**src/rtl/dual_port_dram.sv**
```systemverilog
// -----------------------------------------------------------------------------
// dual_port_dram
//
// Simple dual-port RAM used as the storage array of the TLP-path FIFOs.
// Port A is write-only, port B is read-only, both on one clock. Read data is
// registered (one cycle latency) and holds while re_b is low. The whole array
// and q_b clear asynchronously while reset_L is low.
//
// Same-address collision (we_a & re_b & addr_a == addr_b):
//   default               : read-first, q_b gets the old word.
//   DRAM_WR_BYPASS_EN set  : write-first, data_a is forwarded to q_b.
// The array is written in both builds.
//
// Ports:
//   clk      in   1           single clock, rising edge
//   reset_L  in   1           asynchronous active-low reset
//   data_a   in   DATA_WIDTH  port A write data
//   addr_a   in   ADDR_WIDTH  port A write address
//   we_a     in   1           port A write enable, active-high
//   addr_b   in   ADDR_WIDTH  port B read address
//   re_b     in   1           port B read enable, active-high
//   q_b      out  DATA_WIDTH  port B registered read data
//
// Parameters: DATA_WIDTH (4), ADDR_WIDTH (3), DEPTH (8, must be 2**ADDR_WIDTH).
// Optional macro: DRAM_WR_BYPASS_EN
// -----------------------------------------------------------------------------
module dual_port_dram #(
    parameter int DATA_WIDTH = 4,
    parameter int ADDR_WIDTH = 3,
    parameter int DEPTH      = 8
) (
    input  logic                  clk,
    input  logic                  reset_L,
    input  logic [DATA_WIDTH-1:0] data_a,
    input  logic [ADDR_WIDTH-1:0] addr_a,
    input  logic                  we_a,
    input  logic [ADDR_WIDTH-1:0] addr_b,
    input  logic                  re_b,
    output logic [DATA_WIDTH-1:0] q_b
);

    logic [DATA_WIDTH-1:0] mem_q [DEPTH];
    logic [DATA_WIDTH-1:0] mem_d [DEPTH];
    logic [DATA_WIDTH-1:0] q_b_q;
    logic [DATA_WIDTH-1:0] q_b_d;

    // Next-state for the array and the read register.
    always_comb begin
        // NOTE: every output of a combinational block gets a default first so
        // no path leaves it unassigned, otherwise a latch is inferred.
        mem_d = mem_q;
        q_b_d = q_b_q;

        if (we_a) begin
            mem_d[addr_a] = data_a;
        end

        if (re_b) begin
`ifdef DRAM_WR_BYPASS_EN
            // Write-first: a same-address write is forwarded straight to q_b.
            if (we_a && (addr_a == addr_b)) begin
                q_b_d = data_a;
            end else begin
                q_b_d = mem_q[addr_b];
            end
`else
            // Read-first: reading mem_q (not mem_d) returns the pre-write word.
            q_b_d = mem_q[addr_b];
`endif
        end
    end

    // NOTE: the array is built from flops rather than a RAM macro because it
    // must clear asynchronously; a block RAM cannot be reset this way.
    always_ff @(posedge clk or negedge reset_L) begin
        if (!reset_L) begin
            for (int i = 0; i < DEPTH; i++) begin
                mem_q[i] <= '0;
            end
            q_b_q <= '0;
        end else begin
            // NOTE: sequential state uses non-blocking assignments so all
            // flops update together from the values sampled at the edge.
            mem_q <= mem_d;
            q_b_q <= q_b_d;
        end
    end

    assign q_b = q_b_q;

endmodule

```
**config.mk**
```make
export PLATFORM = sky130hd
export DESIGN_NAME = dual_port_dram
export DESIGN_NICKNAME = d
export VERILOG_FILES = /design/src/rtl/dual_port_dram.sv
export SDC_FILE = /design/constraint.sdc
export NUM_CORES = 1
export LEC_CHECK = 0
export CORE_ASPECT_RATIO = 0.7
export CORE_MARGIN = 2
export CORE_UTILIZATION = 55
export CTS_CLUSTER_SIZE = 8
export DETAILED_ROUTE_END_ITERATION = 8
export PLACE_DENSITY_LB_ADDON = 0.08
export SLEW_MARGIN = 20
export SYNTH_ARGS = -nofsm -noshare
export SYNTH_HDL_FRONTEND = slang
export SYNTH_SLANG_ARGS = --single-unit
```
**constraint.sdc**
```tcl
create_clock -name clk -period 1.5 [get_ports clk]
set_clock_uncertainty 0.2 [all_clocks]
set_input_delay 0.45 -clock clk [delete_from_list [all_inputs] [get_ports clk]]
set_output_delay 0.45 -clock clk [all_outputs]
set_load 0.01 [all_outputs]
```
==> results of run 1 <==
[per-stage QoR]
stage          hold slack, ns  setup TNS, ns  setup slack (ns)  std cells
2_1_floorplan        -0.04559        -0.3679          -0.04719        116
3_3_place_gp           0.2863         -20.41           -0.6372        180
3_5_place_dp           0.2931         -21.36           -0.6565        180
4_1_cts                0.3103              0          0.006038        193
5_1_grt                0.3202              0          0.002097        193
6_report               0.3093              0           0.04613        193
[layout make-up]
| type | count | area [sq um] | share of cell area |
|---|---|---|---|
| Clock buffer | 8 | 90.09 | 0.04098 |
| Tap cell | 36 | 45.04 | 0.02049 |
| Timing Repair Buffer | 35 | 310.3 | 0.1411 |
| Sequential cell | 36 | 900.9 | 0.4098 |
| Multi-Input combinational cell | 78 | 852.1 | 0.3876 |
[cell families after synthesis]
logic type / Yosys count / synth area share
flops: 36 / 0.5405
compound gates: 12 / 0.05706
buf+inv: 2 / 0.009006
simple gates: 18 / 0.08109
mux: 48 / 0.3123
[how the worst min path moves through the flow]
stage,end,slack [ns],depth (start not counted)
2_1_floorplan,mem_q[0],-0.05,0
3_3_place_gp,mem_q[9],0.29,1
3_5_place_dp,mem_q[23],0.29,1
4_1_cts,mem_q[10],0.31,1
5_1_grt,mem_q[10],0.32,1
6_report,mem_q[2],0.31,1
[cells in the final DEF (no fill, tap or decap), drive strengths merged]
| cell | count |
|---|---|
| dfrtp | 36 |
| mux2 | 32 |
| buf | 26 |
| mux2i | 16 |
| clkbuf | 9 |
| a22oi | 8 |
| clkdlybuf4s50 | 6 |
| nor2b | 6 |
| a31o | 4 |
| nand4b | 3 |
| nor3b | 2 |
| nor3 | 2 |
| dlygate4sd2 | 2 |
| nand2b | 1 |
| nand2 | 1 |
| nor2 | 1 |
| and2 | 1 |
| nand4 | 1 |
[what timing repair did]
item,in CTS,in global routing
gates resized for setup,54,6
pin swaps,2,4
setup buffers,4,0
cloned,1,0
setup endpoints to repair,40,19
[flip-flops by register name (all words and copies together), names as in the netlist]
signal,flops
mem_q,32
q_b,4
[power groups by stage]
stage,combinational (mW),clock (mW),sequential [mW]
after floorplan,0.346,0,1.28
final,0.603,0.705,1.31
after global placement,0.543,0,1.30
after CTS,0.603,0.716,1.31
after detailed placement,0.560,0,1.31
after global routing,0.653,0.758,1.33
[metal layers]
metal  part of all wire  vias up  global-route usage  routed length [um]
met5                  0        -                   0                   0
met4              0.014        0             0.09295                  51
met1               0.50      575              0.3475                1831
li1                   -      519                   -                   -
met2               0.44       26              0.3444                1605
met3              0.039        7             0.05930                 143
==> results.ini, run 1 <==
[run_status]
status=finished, final reports clean

[grt]
grt_pass1_wl_um=6120
overflow=0
grt_max_degree=37
antenna_found_initial=0
grt_use_total=0.2389
grt_pass1_vias=1151

[worst_setup_path]
path_depth=1
critPathKind=flip-flop to output port
start_kind=flip-flop
r2r-start=mem_q[27]
critPathMaxFanout=2
cp_cell_sequence=buf_2
worstRegToRegCells=3
endpoint=q_b[0]
startpoint=q_b[0]
path_delay_family=flip-flops
worst-path-buf-inv=1
critPathRequiredTime_ns=0.85
rrSetupSlack_ns=0.24
cp-end-kind=output port
cpPeakStageDelay_ns=0.38
reg2reg_to=q_b[3]
crit_slowest_cell=dfrtp_1
arrival_ns=0.80

[die]
start_util=0.5863
fp-row-count=16
dieArea_sq_um=3494
coreArea_sq_um=2843
num_io_pins=18
dieHeight_um=50.06
die_w_um=69.80

[placed_design]
placedInstanceArea_sq_um=2018
gp_congestion=0.7678
dp_hpwl_um=2429
portBuffers=17

[clock_tree]
numCtsBuffers=5
root_buffer=clkbuf_8
ctsHtreeMaxLevel=2
path_clk_slew_ns=0.07
clock_path_buffers=2
cts.sinks=36
tritoncts=built
cts-hold-fix-buffers=0
clk_latency_ns=0.29

[pwr]
p_int_mw=1.928
powerDensity_nw_per_um2=1190
ir_worst_vdd_mv=0.8164
p_sw_mw=0.6889
total_power_mw=2.617
p_seq_frac=0.500
pwr-share-clk=0.269
sw_frac_of_total=0.2633
combPwrFrac=0.231
total_leakage_power_nw=0.9973

[routing]
wl_per_cell_um=18.82
drc=0
postRouteAntennaNets=0
routed_wirelength_um=3632
via_count=1127
dr.pass1.iters=4
viasPerCell=5.839
drt_iter0_markers=50

[sta]
rsz0062_at_grt=false
period_share=0.9692
tightest_slew_ns=0.3383
relSlewSlack=0.7738
fin_crit_ns=1.454
setup_viol=0
slew_viol_final=0
final-hold-violation-count=0
max_freq_ghz=0.6878

[logic_synthesis]
yosysMostFrequentCell=dfrtp_1
synthArstFlopShare=1.000
synth_ff_type=dfrtp_1
synth_warnings=0
synth_cell_types=15
synth-edff-count=0
yosysTopAreaCell=dfrtp_1
synth_seq_cells=36
syn-num-nets=130
synth.top_cell.area_share=0.5405
syn_area_sq_um=1667
yosysSeqAreaShare=0.5405
syn_inst=116
synth.top_cells.by_area=dfrtp_1, mux2_2, mux2i_1, a22oi_1, nor2b_1
synthTopCellsByCount=dfrtp_1, mux2_2, mux2i_1
avgSynthCellArea_sq_um=14.37

[cells_and_area]
diodes=0
final.fill_count=183
syn_to_final_growth_pct=31.91
layout.nets=170
final_util=0.7733
drive_gt1_frac=0.5223
final_area_sq_um=2198

[job]
drv_cap=0

[hold_path]
hold_path_startpoint=mem_q[2]
min_path_type=flip-flop to flip-flop

Note: power is estimated with default switching activity, not from simulation.
==> run 2, diff against run 1 <==
--- a/config.mk
+++ b/config.mk
@@ -11,7 +11,6 @@
 export CTS_CLUSTER_SIZE = 8
 export DETAILED_ROUTE_END_ITERATION = 8
 export PLACE_DENSITY_LB_ADDON = 0.08
-export SLEW_MARGIN = 20
 export SYNTH_ARGS = -nofsm -noshare
 export SYNTH_HDL_FRONTEND = slang
 export SYNTH_SLANG_ARGS = --single-unit
==> results of run 2 <==
No change in the layout: final DEF, timing and power equal those of run 1.
